`config.mk`:
```
export PLATFORM = sky130hd
export DESIGN_NAME = mandelbrot_iterator
export DESIGN_NICKNAME = d
export VERILOG_FILES = /design/src/rtl/mandelbrot_pkg.sv /design/src/rtl/mandelbrot_alu.sv /design/src/rtl/mandelbrot_iterator.sv
export SDC_FILE = /design/constraint.sdc
export NUM_CORES = 1
export LEC_CHECK = 0
export CORE_ASPECT_RATIO = 1.4
export CORE_MARGIN = 3
export CORE_UTILIZATION = 40
export CTS_BUF_LIST = sky130_fd_sc_hd__clkbuf_4
export DETAILED_ROUTE_END_ITERATION = 16
export PLACE_DENSITY_LB_ADDON = 0.2
export SLEW_MARGIN = 20
export SYNTH_ARGS = -nofsm -noshare
export SYNTH_HDL_FRONTEND = slang
export SYNTH_SLANG_ARGS = --single-unit
export TNS_END_PERCENT = 10
```
`constraint.sdc`:
```
create_clock -name clk -period 14.84 [get_ports clk]
set_input_delay 1.484 -clock clk [delete_from_list [all_inputs] [get_ports clk]]
set_output_delay 1.484 -clock clk [all_outputs]
set_load 0.1 [all_outputs]
```
`src/rtl/mandelbrot_pkg.sv`:
```
// Shared types and fixed-point constants for the Mandelbrot iterator.
// Coordinates are signed 2.(WIDTH-2) fixed point.
package mandelbrot_pkg;

  typedef enum logic [1:0] {
    IDLE = 2'd0,
    ITER = 2'd1,
    DONE = 2'd2
  } state_t;

  localparam int WIDTH_DEF = 8;

  function automatic longint fx_one(input int width);
    return longint'(1) << (width - 2);
  endfunction

  localparam longint ONE = fx_one(WIDTH_DEF);

endpackage

```
`src/rtl/mandelbrot_alu.sv`:
```
// Combinational z <- z^2 + c step with escape (|z|^2 > 4)
// and next-z representability flags.
module mandelbrot_alu
  import mandelbrot_pkg::*;
#(
  parameter int WIDTH = 8
) (
  input  logic signed [WIDTH-1:0] cr,
  input  logic signed [WIDTH-1:0] ci,
  input  logic signed [WIDTH-1:0] zr,
  input  logic signed [WIDTH-1:0] zi,
  output logic signed [WIDTH-1:0] next_zr,
  output logic signed [WIDTH-1:0] next_zi,
  output logic                    size,
  output logic                    overflow
);

  localparam int FRAC = WIDTH - 2;
  localparam int PW   = 2 * WIDTH + 2;

  localparam logic signed [PW-1:0] ONE_W =
    PW'(fx_one(WIDTH));
  localparam logic signed [PW-1:0] LIM =
    (ONE_W * ONE_W) <<< 2;

  logic signed [PW-1:0] zr_x, zi_x;
  logic signed [PW-1:0] cr_x, ci_x;
  logic signed [PW-1:0] zr2, zi2, zri;
  logic signed [PW-1:0] mag;
  logic signed [PW-1:0] re_full, im_full;
  logic                 re_ok, im_ok;

  assign zr_x = {{(PW-WIDTH){zr[WIDTH-1]}}, zr};
  assign zi_x = {{(PW-WIDTH){zi[WIDTH-1]}}, zi};
  assign cr_x = {{(PW-WIDTH){cr[WIDTH-1]}}, cr};
  assign ci_x = {{(PW-WIDTH){ci[WIDTH-1]}}, ci};

  assign zr2 = zr_x * zr_x;
  assign zi2 = zi_x * zi_x;
  assign zri = zr_x * zi_x;
  assign mag = zr2 + zi2;

  // products carry 2*FRAC fraction bits; floor back to FRAC
  assign re_full = ((zr2 - zi2) >>> FRAC) + cr_x;
  assign im_full = ((zri <<< 1) >>> FRAC) + ci_x;

  assign re_ok = re_full[PW-1:WIDTH-1] ==
                 {(PW-WIDTH+1){re_full[WIDTH-1]}};
  assign im_ok = im_full[PW-1:WIDTH-1] ==
                 {(PW-WIDTH+1){im_full[WIDTH-1]}};

  assign next_zr  = re_full[WIDTH-1:0];
  assign next_zi  = im_full[WIDTH-1:0];
  assign size     = mag > LIM;
  assign overflow = !(re_ok && im_ok);

endmodule

```
`src/rtl/mandelbrot_iterator.sv`:
```
// Per-point Mandelbrot iteration FSM (IDLE/ITER/DONE).
// Optional cycle detection: define MANDEL_PERIOD_CHECK_EN.
module mandelbrot_iterator
  import mandelbrot_pkg::*;
#(
  parameter int WIDTH     = 8,
  parameter int CTR_WIDTH = 8
) (
  input  logic                    clk,
  input  logic                    rst,
  input  logic signed [WIDTH-1:0] in_cr,
  input  logic signed [WIDTH-1:0] in_ci,
  input  logic [CTR_WIDTH-1:0]    in_max_iter,
  input  logic                    in_valid,
  output logic                    in_ready,
  output logic [CTR_WIDTH-1:0]    out_iter,
  output logic                    out_escaped,
  output logic                    out_valid,
  input  logic                    out_ready
);

  state_t state;

  logic signed [WIDTH-1:0] cr_q, ci_q;
  logic signed [WIDTH-1:0] zr_q, zi_q;
  logic [CTR_WIDTH-1:0]    max_q, iter_q;
  logic [CTR_WIDTH-1:0]    iter_nx;

  logic signed [WIDTH-1:0] nzr, nzi;
  logic                    size, ovf;
  logic                    escape, at_max;
  logic                    period_hit;
  logic                    accept;

  mandelbrot_alu #(
    .WIDTH(WIDTH)
  ) u_alu (
    .cr      (cr_q),
    .ci      (ci_q),
    .zr      (zr_q),
    .zi      (zi_q),
    .next_zr (nzr),
    .next_zi (nzi),
    .size    (size),
    .overflow(ovf)
  );

  assign escape  = size || ovf;
  assign at_max  = iter_q == max_q;
  assign iter_nx = iter_q + CTR_WIDTH'(1);
  assign accept  = (state == IDLE) && in_valid && in_ready;

`ifdef MANDEL_PERIOD_CHECK_EN
  logic signed [WIDTH-1:0] snap_r, snap_i;
  logic                    snap_v;
  logic                    pow2;

  // iter_nx is never zero here: iter < max_q while stepping
  assign pow2 = (iter_nx & (iter_nx - CTR_WIDTH'(1))) == '0;

  assign period_hit = snap_v && (nzr == snap_r) &&
                      (nzi == snap_i);

  // capture z on entering each power-of-two iteration
  always_ff @(posedge clk) begin
    if (rst) begin
      snap_r <= '0;
      snap_i <= '0;
      snap_v <= 1'b0;
    end else if (accept) begin
      snap_v <= 1'b0;
    end else if (state == ITER && !escape &&
                 !at_max && !period_hit && pow2) begin
      snap_r <= nzr;
      snap_i <= nzi;
      snap_v <= 1'b1;
    end
  end
`else
  assign period_hit = 1'b0;
`endif

  always_ff @(posedge clk) begin
    if (rst) begin
      state       <= IDLE;
      in_ready    <= 1'b0;
      out_valid   <= 1'b0;
      out_iter    <= '0;
      out_escaped <= 1'b0;
      cr_q        <= '0;
      ci_q        <= '0;
      max_q       <= '0;
      zr_q        <= '0;
      zi_q        <= '0;
      iter_q      <= '0;
    end else begin
      unique case (state)
        IDLE: begin
          if (in_valid && in_ready) begin
            cr_q     <= in_cr;
            ci_q     <= in_ci;
            max_q    <= in_max_iter;
            zr_q     <= '0;
            zi_q     <= '0;
            iter_q   <= '0;
            in_ready <= 1'b0;
            state    <= ITER;
          end else begin
            in_ready <= 1'b1;
          end
        end
        ITER: begin
          if (escape) begin
            out_iter    <= iter_q;
            out_escaped <= 1'b1;
            out_valid   <= 1'b1;
            state       <= DONE;
          end else if (at_max || period_hit) begin
            out_iter    <= max_q;
            out_escaped <= 1'b0;
            out_valid   <= 1'b1;
            state       <= DONE;
          end else begin
            zr_q   <= nzr;
            zi_q   <= nzi;
            iter_q <= iter_nx;
          end
        end
        DONE: begin
          if (out_ready) begin
            out_valid <= 1'b0;
            state     <= IDLE;
          end
        end
        default: state <= IDLE;
      endcase
    end
  end

endmodule

```
==> flow_summary_export.csv <==
group,metric,value,unit
outcome,outcome,"finished clean",
clock_network,cts_setup_buffers,0,
clock_network,clk_latency,420,ps
synth,ys_types,73,
route,drtIter0Drc,294,
timing,fmax,110,MHz
clock_network,clock_sinks,61,
synth,synth_top_area_cell,"fa_1",
synth,muxShareOfSynthArea,0.0199,
clock_network,numCtsBuffers,9,
synth,synth_nets,1704,
finish,synthToLayoutAreaGrowth,6.57,%
timing,hold_ws,479,ps
route,drt_wl_total,27000,um
floorplan,num_rows,73,
synth,synth_compound_area_frac,0.150,
synth,synth_xor_area_frac,0.0736,
timing,skew,20.6,ps
worst_setup_path,startpoint_type,"register",
synth,ys_ff_latch,61,
timing,rsz0062_at_grt,"no",
clock_network,cts_root_buffer,"clkbuf_4",
route,dr.pass1.iters,5,
synth,synth_fa_ha_area_frac,0.387,
route,wl_per_cell,15.2,um
clock_network,cts.clk_slew.worst_paths,110,ps
finish,layout.nets,1703,
placed_design,portBuffers,38,
timing,slew_violations,0,
timing,setup_tns,0,ps
clock_network,cts_tree,"done",
pwr,p_leak,5.80,nW
grt,grt_pass1_wl,45400,um
finish,drive_above_1_share,0.0371,
synth,yosys_warnings,0,
hold_path,worst_hold_path_type,"reg2reg",
clock_network,htree_levels,3,
run,cap_violations,0,
finish,fin_util,0.435,
floorplan,die_area,0.0313,mm^2
pwr,powerDensity,35.2,mW/mm^2
floorplan,start_util,0.408,
worst_setup_path,worstPathArrival,9440,ps
worst_setup_path,slowest_delay,780,ps
synth,synthDominantCellAreaShare,0.246,
grt,grt_max_degree,53,
finish,seqCellArea,0.00122,mm^2
synth,synthesis.area,0.0117,mm^2
synth,async_flop_share,0,
synth,syn_inst,1401,
timing,setup_viol,0,
pwr,peakVddDrop,0.0728,mV
worst_setup_path,crit_path_end_kind,"register",
synth,synth_edf_count,0,
worst_setup_path,worstPathMaxFanout,20,
grt,grt_pass1_vias,9359,
synth,yosys.area_share.simple,0.164,
floorplan,fp.dieW,150,um
synth,ys_seq_area_frac,0.105,
route,vias,9130,
placed_design,hpwl,22600,um
timing,relSlewSlack,0.320,
placed_design,place.gp.congestion,0.855,
floorplan,die_h,208,um
floorplan,io_pins,39,
timing,finalCritPeriodShare,0.613,
timing,hold_violations,0,
floorplan,coreArea,0.0286,mm^2
synth,synth_flop_cell,"dfxtp_1",
synth,synth.area.top_cells,"fa_1 (25%), ha_1 (14%), dfxtp_1 (10%)",
worst_setup_path,cp.required,15180,ps
grt,antenna_found_initial,0,
route,viasPerCell,5.13,
finish,nFillCells,2904,
route,post-route-drc-count,0,
synth,synth_top_family_by_area,"adder cells",
clock_network,cts_hold_buffers,0,
clock_network,cts.path.max_buffers,2,
pwr,power,0.438,mW
grt,grt.overflow.total,0,
grt,track_usage,0.177,
finish,n_antenna_cell,0,
route,ant_nets,0,
finish,multi_input_area,0.00928,mm^2
clock_network,post_cts_resized,0,
worst_setup_path,cp_slowest_cell,"dfxtp_1",
timing,tightest_slew,1020,ps
synth,avgSynthCellArea,8.32,um^2
worst_setup_path,crit_type,"reg2reg",
timing,period_minus_slack,9100,ps
==> cells by family (layout without fill, tap and decap cells) <==
kind of cell / Yosys count / after routing
AND/OR/NAND/NOR: 381 / 381
flip-flops: 61 / 61
AO/OA/AOI/OAI: 259 / 259
buffers and inverters: 306 / 308
adder cells (fa/ha/maj): 275 / 275
XOR/XNOR: 98 / 98
multiplexers: 21 / 21
==> worst max-delay path: cells and delay by family, from the launching register on <==
| kind | cells | cell delay, ps |
|---|---|---|
| buffers and inverters | 3 | 590 |
| DFF | 1 | 780 |
| AOI/OAI and AO/OA | 14 | 3130 |
| adders and majority gates | 7 | 2490 |
| and+or+nand+nor | 6 | 1290 |
| xor gates and xnor gates | 3 | 730 |
==> path summary, 6_finish.rpt <==
| check | start | endpoint | slack [ps] | cells past startpoint |
|---|---|---|---|---|
| worst max register to register | zi_q[3] | out_iter[4] | 5740 | 33 |
| worst min register to register | ci_q[0] | ci_q[0] | 480 | 2 |
| worst min-delay path | ci_q[0] | ci_q[0] | 480 | 2 |
| worst max-delay path | zi_q[3] | out_iter[4] | 5740 | 33 |
==> metal layers <==
layer	share of wire	track usage	wire, um	vias to the layer above
li1	-	-	-	4558
met5	0	0	0	-
met1	0.42	0.212	11300	4425
met3	0.017	0.0168	461	42
met2	0.54	0.333	14600	105
met4	0.025	0.0467	688	0
==> placed cells by master (no fill, tap or decap), types with 11 or more instances in the layout <==
| cell type | Yosys | routed |
|---|---|---|
| or3_1 | 12 | 12 |
| nor2_1 | 72 | 72 |
| nand2b_1 | 23 | 23 |
| and2_1 | 60 | 60 |
| a21oi_1 | 82 | 82 |
| nor2b_1 | 29 | 29 |
| clkdlybuf4s50_1 | 0 | 37 |
| a21o_1 | 13 | 13 |
| o21a_1 | 14 | 14 |
| xnor2_1 | 80 | 80 |
| fa_1 | 143 | 143 |
| xor2_1 | 18 | 18 |
| inv_1 | 250 | 250 |
| o21ai_0 | 32 | 32 |
| mux2i_1 | 13 | 13 |
| ha_1 | 132 | 132 |
| o21bai_1 | 16 | 16 |
| a211oi_1 | 11 | 11 |
| dfxtp_1 | 61 | 61 |
| nand2_1 | 121 | 121 |
==> where the power goes <==
group	leakage [nW]	internal [mW]	total [mW]	switching, mW
registers	0.495	0.172	0.179	0.00741
logic	5.25	0.0626	0.166	0.104
clock network	0.0534	0.0316	0.0921	0.0605
==> flip-flops by register name, indices dropped and copies added, names as in the netlist <==
name,count
out_iter,8
state,2
ci_q,8
cr_q,8
iter_q,8
zr_q,8
in_ready,1
max_q,8
out_escaped,1
out_valid,1
zi_q,8
==> final cells by class <==
class	count	share of cell area
multi-input cells	1034	0.747
flip-flops and latches	61	0.0983
inverters	251	0.0758
well taps	375	0.0378
repair buffers	43	0.0332
clock buffers	9	0.00544
clock inverters	5	0.00242
==> synthesized netlist by cell type, types with 29 or more instances <==
cell / number
inv_1: 250
fa_1: 143
ha_1: 132
nand2_1: 121
a21oi_1: 82
xnor2_1: 80
nor2_1: 72
dfxtp_1: 61
and2_1: 60
clkbuf_1: 50
o21ai_0: 32
nor2b_1: 29
==> through the flow <==
stage	cells	worst slack, ps	cell area [um^2]
floorplan	1401	6930	11700
global placement	1764	5940	12300
detailed placement	1764	5750	12300
CTS	1778	5680	12400
global route	1778	5070	12400
finish	1778	5740	12400
Note: power is estimated with default switching activity, not from simulation.
==> RTL edit, RTL diff (config.mk and constraints unchanged) <==
The 3 states of `state_t` get a one-hot encoding in 3 bits.
--- a/src/rtl/mandelbrot_pkg.sv
+++ b/src/rtl/mandelbrot_pkg.sv
@@ -2,10 +2,10 @@
 // Coordinates are signed 2.(WIDTH-2) fixed point.
 package mandelbrot_pkg;
 
-  typedef enum logic [1:0] {
-    IDLE = 2'd0,
-    ITER = 2'd1,
-    DONE = 2'd2
+  typedef enum logic [2:0] {
+    IDLE = 3'b001,
+    ITER = 3'b010,
+    DONE = 3'b100
   } state_t;
 
   localparam int WIDTH_DEF = 8;
Formal check against the unedited RTL: same outputs for any inputs over 4 cycles, from zero or initial values and one cycle with rst high; so few cycles prove little.
==> RTL edit against the unedited design <==
  * Critical endpoint is now zi_q[2]
  * Synthesized area fell by 3.1%
  * Wire length fell by 0.56%
  * Critical path depth rose by 2
  * Maximum frequency fell by 6.1%
  * Sequential cell count rose by 1
  * Setup slack got worse by 0.59 ns
  * Cell area fell by 2.5%
  * Die area fell by 3.0%
  * Largest cell class unchanged
Power is not compared: it rests on default switching activity, and its combinational part moved more than twofold at a synthesized area within 25%.
==> RTL edit: results (changes against the unedited design) <==
| Metric | Value |
|---|---|
| Routability cong. | 0.828 (-3.2%) |
| ANT cells | 0 (unchanged) |
| Netlist cell types | 60 (-18%) |
| DP Cell Count | 1734 (-1.7%) |
| Gr usage total | 18.5% (+0.79 points) |
| IO Port Bufs | 38 (unchanged) |
| GR Layer Usage met3 | 1.28% (-0.39 points) |
| Cell family contributing the most delay on the critical path | adder cells |
| Vias/cell | 5.04 (-1.9%) |
| Largest net degree at the start of global routing | 57 (+7.5%) |
| Async SR Flop Fraction | 0% (unchanged) |
| DRT Pass-1 Iters | 4 (-1) |
| Clk slew on worst S/H paths | 0.11 ns (about the same) |
| Share of cells above drive strength 1 | 2.68% (-1.0 points) |
| Largest cells by area after synthesis | fa_1 25%, ha_1 15%, dfxtp_1 11%, inv_1 8.3%, a21oi_1 5.1% |
| CP arrival | 10.04 ns (+0.60 ns) |
| Skew final | 0.0151 ns (-0.00550 ns) |
| Status | complete, no violations |
| First-pass GRT wire length | 45200 microns (-0.50%) |
| Vias in the first global route | 9065 (-3.1%) |
| CP max FO | 35 (+75%) |
| Top cells by count, synth | 251 x inv_1, 145 x nand2_1, 143 x fa_1 |
| Initial antenna violation count | 0 (unchanged) |
| Postcts setup bufs | 0 (unchanged) |
| Seq/Total Area, Yosys | 11.0% (+0.51 points) |
| Via count | 8817 (-3.4%) |
| Place WS | 4.88 ns (-0.868 ns) |
| Crit path largest cell delay | 0.91 ns (+0.13 ns) |
| DP Wirelength | 22500 microns (-0.45%) |
| Static Leak | 5.71 nW |
| CTS buffer count | 9 (unchanged) |
| WL/cell | 15.3 microns (+0.98%) |
| Post-synth net total | 1682 (-1.3%) |
| Mean Syn Cell Area | 8.19 sq um (-1.6%) |
| Met2 usage | 36.6% (+3.3 points) |
| Post-CTS Resized | 0 (unchanged) |
| Met1 GRT Util | 20.9% (-0.28 points) |
| DP Area | 12000 sq um (-3.0%) |
| Iteration-0 DRC Markers | 336 (+14%) |
| Worst hold path type | register to register |
| Worst Max-Slew Pin Slew | 1.05 ns (+0.0332 ns) |
-- RTL edit: changes by cell type after synthesis, sizes merged, moves of 7 or more --
cell	before	now
a21oi	83	114
a2bb2oi	8	1
mux2i	13	3
nand2	121	145
nand2b	23	16
nand4	10	3
nor2b	29	21
o21ai	42	26
o31ai	9	2
or3	13	20
xnor2	80	65
xor2	18	37
-- RTL edit: worst paths after layout --
check	cells after the start	start	slack (ns)	end
hold / removal	2	cr_q[3]	0.47	cr_q[3]
setup reg to reg	35	zi_q[7]	5.15	zi_q[2]
hold reg to reg	2	cr_q[3]	0.47	cr_q[3]
setup / recovery	35	zi_q[7]	5.15	zi_q[2]
-- RTL edit: layer usage --
layer	routed length, microns	part of all wire, %	up-vias
met4	760	2.8	0
met1	10700	40	4266
li1	-	-	4401
met5	0	0	-
met3	505	1.9	36
met2	14900	55	114
-- RTL edit: layout make-up --
class | instances | area, sq um
inverters | 251 | 942
fillers | 2912 | 15600
flip-flops and latches | 62 | 1240
clock inverters | 6 | 62.6
clock buffers | 10 | 75.1
multi-input cells | 1010 | 8910
repair buffers | 42 | 425
well taps | 370 | 463
-- RTL edit: report_power, final --
part	internal (W)	leakage [nW]	switching, W
combinational	0.0000242	5.14	0.0000424
sequential	0.000171	0.502	0.00000377
clock	0.0000525	0.0684	0.0000671
total	0.000247	5.71	0.000113
-- RTL edit: logic make-up after synthesis --
family / after synthesis / synth area share, %
simple gates: 388 / 16.8
mux: 7 / 0.665
xor+xnor: 102 / 7.91
fa+ha+maj: 275 / 40.0
buf+inv: 307 / 10.4
compound gates: 238 / 13.3
flops: 62 / 11.0
